--- src/rtl/fetch_prefetch_queue.sv ---
// Instruction fetch front end: sequential PC generation, credit-limited imem requests and an
// in-order prefetch queue feeding IF/ID. Optional perf counters are enabled by FETCH_PERF_EN.
module fetch_prefetch_queue #(
  parameter int unsigned       ADDR_W   = 7,
  parameter int unsigned       DATA_W   = 32,
  parameter int unsigned       DEPTH    = 4,
  parameter logic [ADDR_W-1:0] RESET_PC = '0
) (
  input  logic              clk,
  input  logic              rst,
  output logic              imem_req,
  output logic [ADDR_W-1:0] imem_addr,
  input  logic              imem_gnt,
  input  logic              imem_rvalid,
  input  logic [DATA_W-1:0] imem_rdata,
  input  logic              redir_valid,
  input  logic [ADDR_W-1:0] redir_pc,
  output logic              out_valid,
  input  logic              out_ready,
  output logic [DATA_W-1:0] out_instr,
  output logic [ADDR_W-1:0] out_pc
`ifdef FETCH_PERF_EN
  ,
  output logic [15:0]       perf_stall,
  output logic [15:0]       perf_flush
`endif
);

  localparam int unsigned PTR_W = $clog2(DEPTH);
  localparam int unsigned CNT_W = PTR_W + 1;

  typedef enum logic [2:0] {StIdle, StFill, StStream, StFull, StDrain} state_e;

  logic [ADDR_W-1:0] fetch_pc_q, resp_pc_q;
  logic [DATA_W-1:0] instr_mem_q [DEPTH];
  logic [ADDR_W-1:0] pc_mem_q    [DEPTH];
  logic [PTR_W-1:0]  wr_ptr_q, rd_ptr_q;
  logic [CNT_W-1:0]  count_q, inflight_q, drop_q;
  logic [CNT_W-1:0]  count_d, inflight_d, drop_d;
  state_e            state_q, state_d;

  logic              issue, pop, push;
  logic [CNT_W:0]    occupancy;

  always_comb begin
    occupancy  = {1'b0, count_q} + {1'b0, inflight_q};
    imem_req   = ~rst & ~redir_valid & (occupancy < (CNT_W + 1)'(DEPTH));
    imem_addr  = fetch_pc_q;
    issue      = imem_req & imem_gnt;
    pop        = out_valid & out_ready & ~redir_valid;
    // Words belonging to a squashed fetch stream are never written into the queue.
    push       = imem_rvalid & ~redir_valid & (drop_q == '0);
    inflight_d = inflight_q + CNT_W'(issue) - CNT_W'(imem_rvalid);
    count_d    = redir_valid ? '0 : count_q + CNT_W'(push) - CNT_W'(pop);

    if (redir_valid) begin
      drop_d = inflight_d;
    end else if (imem_rvalid && (drop_q != '0)) begin
      drop_d = drop_q - CNT_W'(1);
    end else begin
      drop_d = drop_q;
    end

    // While draining the queue is always empty, so DRAIN takes precedence.
    if (drop_d != '0) begin
      state_d = StDrain;
    end else if ((count_d == '0) && (inflight_d == '0)) begin
      state_d = StIdle;
    end else if (count_d == CNT_W'(DEPTH)) begin
      state_d = StFull;
    end else if (count_d != '0) begin
      state_d = StStream;
    end else begin
      state_d = StFill;
    end
  end

  always_ff @(posedge clk) begin
    if (rst) begin
      fetch_pc_q <= RESET_PC;
      resp_pc_q  <= RESET_PC;
      wr_ptr_q   <= '0;
      rd_ptr_q   <= '0;
      count_q    <= '0;
      inflight_q <= '0;
      drop_q     <= '0;
      state_q    <= StIdle;
    end else begin
      count_q    <= count_d;
      inflight_q <= inflight_d;
      drop_q     <= drop_d;
      state_q    <= state_d;
      if (redir_valid) begin
        fetch_pc_q <= redir_pc;
        resp_pc_q  <= redir_pc;
        wr_ptr_q   <= '0;
        rd_ptr_q   <= '0;
      end else begin
        if (issue) fetch_pc_q <= fetch_pc_q + ADDR_W'(1);
        if (push) begin
          resp_pc_q <= resp_pc_q + ADDR_W'(1);
          wr_ptr_q  <= wr_ptr_q + PTR_W'(1);
        end
        if (pop) rd_ptr_q <= rd_ptr_q + PTR_W'(1);
      end
    end
  end

  always_ff @(posedge clk) begin
    if (push) begin
      instr_mem_q[wr_ptr_q] <= imem_rdata;
      pc_mem_q[wr_ptr_q]    <= resp_pc_q;
    end
  end

  always_comb begin
    out_valid = (state_q == StStream) || (state_q == StFull);
    out_instr = out_valid ? instr_mem_q[rd_ptr_q] : '0;
    out_pc    = out_valid ? pc_mem_q[rd_ptr_q] : '0;
  end

`ifdef FETCH_PERF_EN
  logic [15:0]    perf_stall_q, perf_flush_q;
  logic           discard;
  logic [CNT_W:0] flush_inc;
  logic [16:0]    flush_sum;

  always_comb begin
    discard   = imem_rvalid & ~push;
    flush_inc = (redir_valid ? {1'b0, count_q} : '0) + (CNT_W + 1)'(discard);
    flush_sum = {1'b0, perf_flush_q} + 17'(flush_inc);
  end

  always_ff @(posedge clk) begin
    if (rst) begin
      perf_stall_q <= '0;
      perf_flush_q <= '0;
    end else begin
      if (out_valid && !out_ready && (perf_stall_q != 16'hFFFF)) begin
        perf_stall_q <= perf_stall_q + 16'd1;
      end
      perf_flush_q <= flush_sum[16] ? 16'hFFFF : flush_sum[15:0];
    end
  end

  assign perf_stall = perf_stall_q;
  assign perf_flush = perf_flush_q;
`endif

endmodule

--- config.mk ---
export PLATFORM = sky130hd
export DESIGN_NAME = fetch_prefetch_queue
export DESIGN_NICKNAME = d
export VERILOG_FILES = /design/src/rtl/fetch_prefetch_queue.sv
export SDC_FILE = /design/constraint.sdc
export NUM_CORES = 1
export LEC_CHECK = 0
export CORE_MARGIN = 5
export CORE_UTILIZATION = 29
export DETAILED_ROUTE_END_ITERATION = 8
export GPL_TIMING_DRIVEN = 1
export SLEW_MARGIN = 15
export SYNTH_ARGS = -nofsm -noshare
export SYNTH_HDL_FRONTEND = slang
export SYNTH_SLANG_ARGS = --single-unit
--- constraint.sdc ---
create_clock -name clk -period 3.5 [get_ports clk]
set_input_delay 0.875 -clock clk [delete_from_list [all_inputs] [get_ports clk]]
set_output_delay 0.875 -clock clk [all_outputs]
set_load 0.005 [all_outputs]
Word level (Yosys, flattened, before mapping)
Memory sizes are Yosys's and may differ from the RTL's. A register that Yosys moved wholly into a read port is not among the register bits. Cells that the tools add are included. W data, S select, Z words.

Register bits after elaboration: 30. Bits in writable memories: 156. Input bits: 45. Output and inout bits: 48. Word-level logic and storage cells: 66. Memories kept: 2.

Memories: instr_mem_q (words 4, bits a word 32, rd ports 1, clocked after Yosys merged registers in 1, wr ports 1, RTL line 35) `logic [DATA_W-1:0] instr_mem_q [DEPTH];`; pc_mem_q (words 4, bits a word 7, rd ports 1, clocked after Yosys merged registers in 1, wr ports 1, RTL line 36) `logic [ADDR_W-1:0] pc_mem_q [DEPTH];`.

Add/sub/neg operators: 10. Magnitude comparators: 1. Eq/ne operators: 3. Muxes and demuxes: 19. Bitwise logic cells: 9. Reduce and logical (&&, ||, !) cells: 13.

Operators with widths (count): $mux W7 (5); $mux W32 (1); $add A7 B1 Y7 const B (2); $mux W2 (7); $mux W3 (4); $logic_not A3 Y1 (3); $reduce_bool A3 Y1 (3); $and A1 B1 Y1 (7); $add A3 B1 Y3 (2); $eq A3 B2 Y1 const B (2); $sub A3 B1 Y3 (2); $add A2 B1 Y2 const B (2); $add A3 B3 Y4 (1); $lt A4 B3 Y1 const B (1); $reduce_bool A2 Y1 (2); $eq A3 B3 Y1 const B (1); $reduce_or A3 Y1 (1); $sub A3 B1 Y3 const B (1); $logic_and A1 B1 Y1 (2); $mux W1 (2); $not A1 Y1 (2); $reduce_or A2 Y1 (1); $logic_or A1 B1 Y1 (1).

Depth between registers and ports, before layout
Depth in word-level cells: 11. Gate-level depth with buffers: 14. Depth with buffers taken out: 14.

Worst setup path after synthesis
No wires, ideal clock.

Path kind: input to register. From: input imem_rvalid. To: register state_q[1]. Library setup time: 119 ps. Data arrival time: 2915 ps. Data required time: 3381 ps. Slack: 467 ps. Stages on the path: 12. Path buffers: 1. Path through: clkbuf_2 > nand3b_2 > nor2_1 > inv_1 > ha_1 > inv_1 > ha_1 > inv_1 > fa_1 > nor2_1 > or2_2 > o221a_1.

Word-level cells in the longest chain between the ends: 8. Elaborated cells between the ends (all ways): 18. Those cells by class: 3 x add/sub; 1 x eq/ne; 5 x mux; 2 x bitwise; 7 x reduce/logical.

RTL lines: start: declaration (RTL line 14) `input logic imem_rvalid,`; $and A1 B1 Y1 (2 in series) (RTL line 52) `push = imem_rvalid & ~redir_valid & (drop_q == '0);`; $add A3 B1 Y3 (RTL line 54) `count_d = redir_valid ? '0 : count_q + CNT_W'(push) - CNT_W'(pop);`; $sub A3 B1 Y3 (RTL line 54); $mux W3 (RTL line 54); $reduce_bool A3 Y1 or $logic_not A3 Y1 (tied branches) (RTL line 71, 67); $mux W2 or $logic_and A1 B1 Y1 (tied branches) (RTL line 71, 67); $mux W2 or $reduce_or A3 Y1 (tied branches); end signal: assignment (RTL line 87) `state_q <= StIdle;`; end signal: assignment (RTL line 92) `state_q <= state_d;`; end: declaration (RTL line 40) `state_e state_q, state_d;`.

Parallel ways exist; a longest one is shown, timed or not. A chain may end at the register's enable or synchronous reset.

Worst setup path after layout
From: input redir_valid. To: output imem_req.

Word-level cells in the longest chain between the ends: 3.

RTL lines: start: declaration (RTL line 16) `input logic redir_valid,`; $not A1 Y1 (RTL line 47) `imem_req = ~rst & ~redir_valid & (occupancy < (CNT_W + 1)'(DEPTH));`; $and A1 B1 Y1 (2 in series) (RTL line 47); end: declaration (RTL line 11) `output logic imem_req,`.

Every way passes these cells.

==> flow_results.xml <==
<?xml version="1.0" encoding="UTF-8"?>
<metrics>
  <group name="status">
    <metric name="run_status" unit="">finished clean</metric>
  </group>
  <group name="worst_setup_path">
    <metric name="timing.critical_path.from" unit="">redir_valid</metric>
    <metric name="crit_arrival" unit="ns">2.36</metric>
    <metric name="setup.reg_to_reg.worst_slack" unit="ns">0.83</metric>
    <metric name="timing.critical_path.required" unit="ns">2.62</metric>
    <metric name="critical_path.reg2reg.startpoint" unit="">count_q[2]</metric>
    <metric name="critPathMaxFanout" unit="">4</metric>
    <metric name="criticalPathCategory" unit="">in2out</metric>
    <metric name="setup.worst_path.start_class" unit="">input port</metric>
    <metric name="end_kind" unit="">primary output</metric>
  </group>
  <group name="route">
    <metric name="drcViolationCount" unit="">0</metric>
    <metric name="number_of_search_and_repair_iterations_in_the_first_detailed_routing_pass" unit="">4</metric>
    <metric name="detail_route.wl_per_cell" unit="um">16.8</metric>
    <metric name="routed-via-count" unit="">3980</metric>
    <metric name="route.antenna.remaining_nets" unit="">0</metric>
    <metric name="detail_route.iter0.violations" unit="">154</metric>
    <metric name="route.detailed.vias_per_inst" unit="">4.50</metric>
    <metric name="routed_wirelength" unit="um">14900</metric>
  </group>
  <group name="clock_tree">
    <metric name="numCtsBuffers" unit="">17</metric>
    <metric name="clock_path_buffers" unit="">2</metric>
    <metric name="count_of_clock_tree_sinks" unit="">187</metric>
    <metric name="clk_root_buffer_cell" unit="">clkbuf_16</metric>
    <metric name="htree_num_levels" unit="">4</metric>
    <metric name="ctsResizeCount" unit="">0</metric>
    <metric name="cts.repair_timing.setup_buffer_count" unit="">0</metric>
    <metric name="worst_skew_pair.late_latency" unit="ns">0.42</metric>
    <metric name="clock_tree_from_tritoncts" unit="">done</metric>
    <metric name="clk_transition_reported_paths" unit="ns">0.07</metric>
    <metric name="post_cts_hold_fix_bufs" unit="">0</metric>
  </group>
  <group name="power">
    <metric name="power_leakage" unit="nW">3.13</metric>
    <metric name="power.ir.vdd_worst" unit="uV">269</metric>
    <metric name="p_comb_share" unit="%">9.0</metric>
    <metric name="pwr-share-seq" unit="%">51.3</metric>
    <metric name="netSwitchingPower" unit="W">0.00109</metric>
    <metric name="netSwitchingFraction" unit="%">22.0</metric>
    <metric name="cellInternalPower" unit="W">0.00389</metric>
    <metric name="power.share.clock" unit="%">39.7</metric>
    <metric name="p_per_area" unit="nW/um2">518</metric>
    <metric name="design_power_total" unit="W">0.00498</metric>
  </group>
  <group name="global_route">
    <metric name="antenna_found_initial" unit="">0</metric>
    <metric name="globalRoute.totalOverflow" unit="">0</metric>
    <metric name="grt_use_total" unit="%">10.5</metric>
    <metric name="grt_first_pass_wirelength" unit="um">23400</metric>
    <metric name="grt_start_max_net_pins" unit="">40</metric>
    <metric name="number_of_global_route_vias_before_repair" unit="">4295</metric>
  </group>
  <group name="finish">
    <metric name="antennaDiodeCount" unit="">0</metric>
    <metric name="layout_commonest_cell" unit="">edfxtp_1</metric>
    <metric name="final_nets" unit="">597</metric>
    <metric name="layout.cells.most_common_list" unit="">edfxtp_1 (156), clkdlybuf4s50_1 (92), nor2b_1 (40)</metric>
    <metric name="flow.area_growth_from_synthesis" unit="%">27.3</metric>
    <metric name="finalInstanceArea" unit="um2">9620</metric>
    <metric name="post-route-util" unit="%">37.2</metric>
    <metric name="share_of_final_layout_standard_cells_stronger_than_drive_strength_1" unit="%">18.0</metric>
  </group>
  <group name="placed_design">
    <metric name="io_buffers" unit="">92</metric>
    <metric name="dpl.hpwl" unit="um">9380</metric>
    <metric name="finalWeightedCongestion" unit="">0.797</metric>
    <metric name="detailed_place.area" unit="um2">9000</metric>
  </group>
  <group name="logic_synthesis">
    <metric name="ys_warn_count" unit="">0</metric>
    <metric name="netlist_instances" unit="">428</metric>
    <metric name="yosys.cell_types.count" unit="">42</metric>
    <metric name="synth_area" unit="um2">7550</metric>
    <metric name="flip_flop_and_latch_count_after_synthesis" unit="">187</metric>
    <metric name="synth_sequential_area_ratio" unit="%">70.2</metric>
    <metric name="synthesis.nets" unit="">489</metric>
    <metric name="synth.avg_cell_area" unit="um2">17.6</metric>
  </group>
  <group name="die">
    <metric name="die-height" unit="um">171</metric>
    <metric name="row_count" unit="">59</metric>
    <metric name="start_util" unit="%">29.2</metric>
    <metric name="core-area" unit="um2">25800</metric>
    <metric name="floorplan.die.width" unit="um">171</metric>
    <metric name="die-area" unit="um2">29400</metric>
    <metric name="pin_count" unit="">93</metric>
  </group>
  <group name="timing">
    <metric name="fin_crit_sh" unit="%">92.4</metric>
    <metric name="fmax" unit="MHz">309</metric>
    <metric name="hold-worst-slack" unit="ns">0.538</metric>
    <metric name="setup_violations" unit="">0</metric>
    <metric name="tns" unit="ns">0</metric>
    <metric name="maxSlewViolCount" unit="">0</metric>
    <metric name="rsz0062_at_grt" unit="">no</metric>
    <metric name="timing.final.hold_violations" unit="">0</metric>
    <metric name="worstMarginPinSlew" unit="ns">0.467</metric>
    <metric name="slew-limit-headroom" unit="%">68.6</metric>
    <metric name="clock_skew" unit="ns">0.00767</metric>
    <metric name="finalWorstPathRequiredPeriod" unit="ns">3.23</metric>
  </group>
  <group name="job">
    <metric name="max_cap_violations" unit="">0</metric>
  </group>
  <group name="min_path">
    <metric name="hp-start" unit="">count_q[2]</metric>
    <metric name="hold_path_class" unit="">reg2reg</metric>
  </group>
</metrics>
cell families after synthesis:
| family | Yosys count | synth area share [%] |
|---|---|---|
| AOI/OAI and AO/OA | 33 | 3.08 |
| DFF | 187 | 70.2 |
| buffers and inverters | 38 | 2.29 |
| xor gates and xnor gates | 17 | 1.97 |
| adders and majority gates | 16 | 2.85 |
| muxes | 42 | 12.0 |
| and+or+nand+nor | 95 | 7.54 |
path summary, 6_finish.rpt:
check | end | cells past startpoint
max reg2reg | state_q[1] | 10
min reg2reg | count_q[2] | 2
min | count_q[2] | 2
max | imem_req | 5
cells in the mapped netlist:
library cell  number  area, um2
edfxtp_1         156       4680
nor2b_1           40        250
mux4_2            39        878
dfxtp_1           31        621
inv_1             19       71.3
ha_1              14        175
nor2_1            14       52.6
a21boi_0          12       90.1
a21oi_1            9       45.0
clkbuf_1           9       33.8
nand3_1            9       45.0
xor2_1             9       78.8
xnor2_1            8       70.1
and3_1             6       37.5
and2_1             5       31.3
buf_2              5       25.0
nand2_1            5       18.8
a211oi_1           3       22.5
mux2i_1            3       30.0
nor3_1             3       15.0
and4_1             2       17.5
buf_4              2       15.0
buf_6              2       22.5
fa_1               2       40.0
nand2b_1           2       12.5
o21a_1             2       15.0
o31a_1             2       17.5
a311oi_1           1       8.76
a31o_2             1       8.76
and4b_1            1       10.0
and4bb_2           1       12.5
clkbuf_2           1       5.00
nand2_2            1       6.26
nand3b_2           1       11.3
nand4_1            1       6.26
nor4b_4            1       23.8
o21bai_1           1       7.51
o221a_1            1       11.3
o22ai_1            1       6.26
or2_1              1       6.26
or2_2              1       6.26
or3_1              1       6.26
power by group through the flow:
stage                     clock network, W  logic [W]  registers, W
final                              0.00198   0.000450       0.00256
after global routing               0.00212   0.000497       0.00256
after CTS                          0.00203   0.000459       0.00256
after detailed placement                 0   0.000458       0.00260
after global placement                   0   0.000440       0.00260
after floorplan                          0   0.000261       0.00259
per-layer routing:
metal | up-vias | share of wire [%] | wire length [um] | global-route usage, %
met4 | 0 | 1.1 | 168 | 3.62
met1 | 2043 | 43 | 6420 | 13.2
met2 | 80 | 52 | 7690 | 18.0
met5 | - | 0 | 0 | 0
li1 | 1846 | - | - | -
met3 | 11 | 4.0 | 601 | 2.37
flip-flops by register name (all words and copies together) (netlist names), named ones only:
| name | count |
|---|---|
| drop_q | 3 |
| inflight_q | 3 |
| resp_pc_q | 7 |
| state_q | 2 |
| imem_addr | 7 |
| rd_ptr_q | 2 |
| wr_ptr_q | 2 |
| instr_mem_q | 128 |
| count_q | 3 |
| pc_mem_q | 28 |
layout make-up:
cell class / count / area [um2]
clock inverter: 14 / 188
sequential: 187 / 5310
clock buffer: 18 / 429
tap: 335 / 419
timing repair buffer: 108 / 1120
inverter: 19 / 71.3
fill: 2405 / 16200
multi-input combinational: 203 / 2080
metrics by stage:
step	std cells	setup WS [ns]
global placement	852	0.180
finish	884	0.265
detailed placement	852	0.116
global route	884	0.141
floorplan	428	0.467
CTS	884	0.244
worst max-delay path: stages:
cell             delay (ns)
clkdlybuf4s50_1        0.42
buf_4                  0.15
nor2_1                 0.21
and3_1                 0.20
clkdlybuf4s50_1        0.50
No activity file was read; power rests on OpenSTA's default activity.
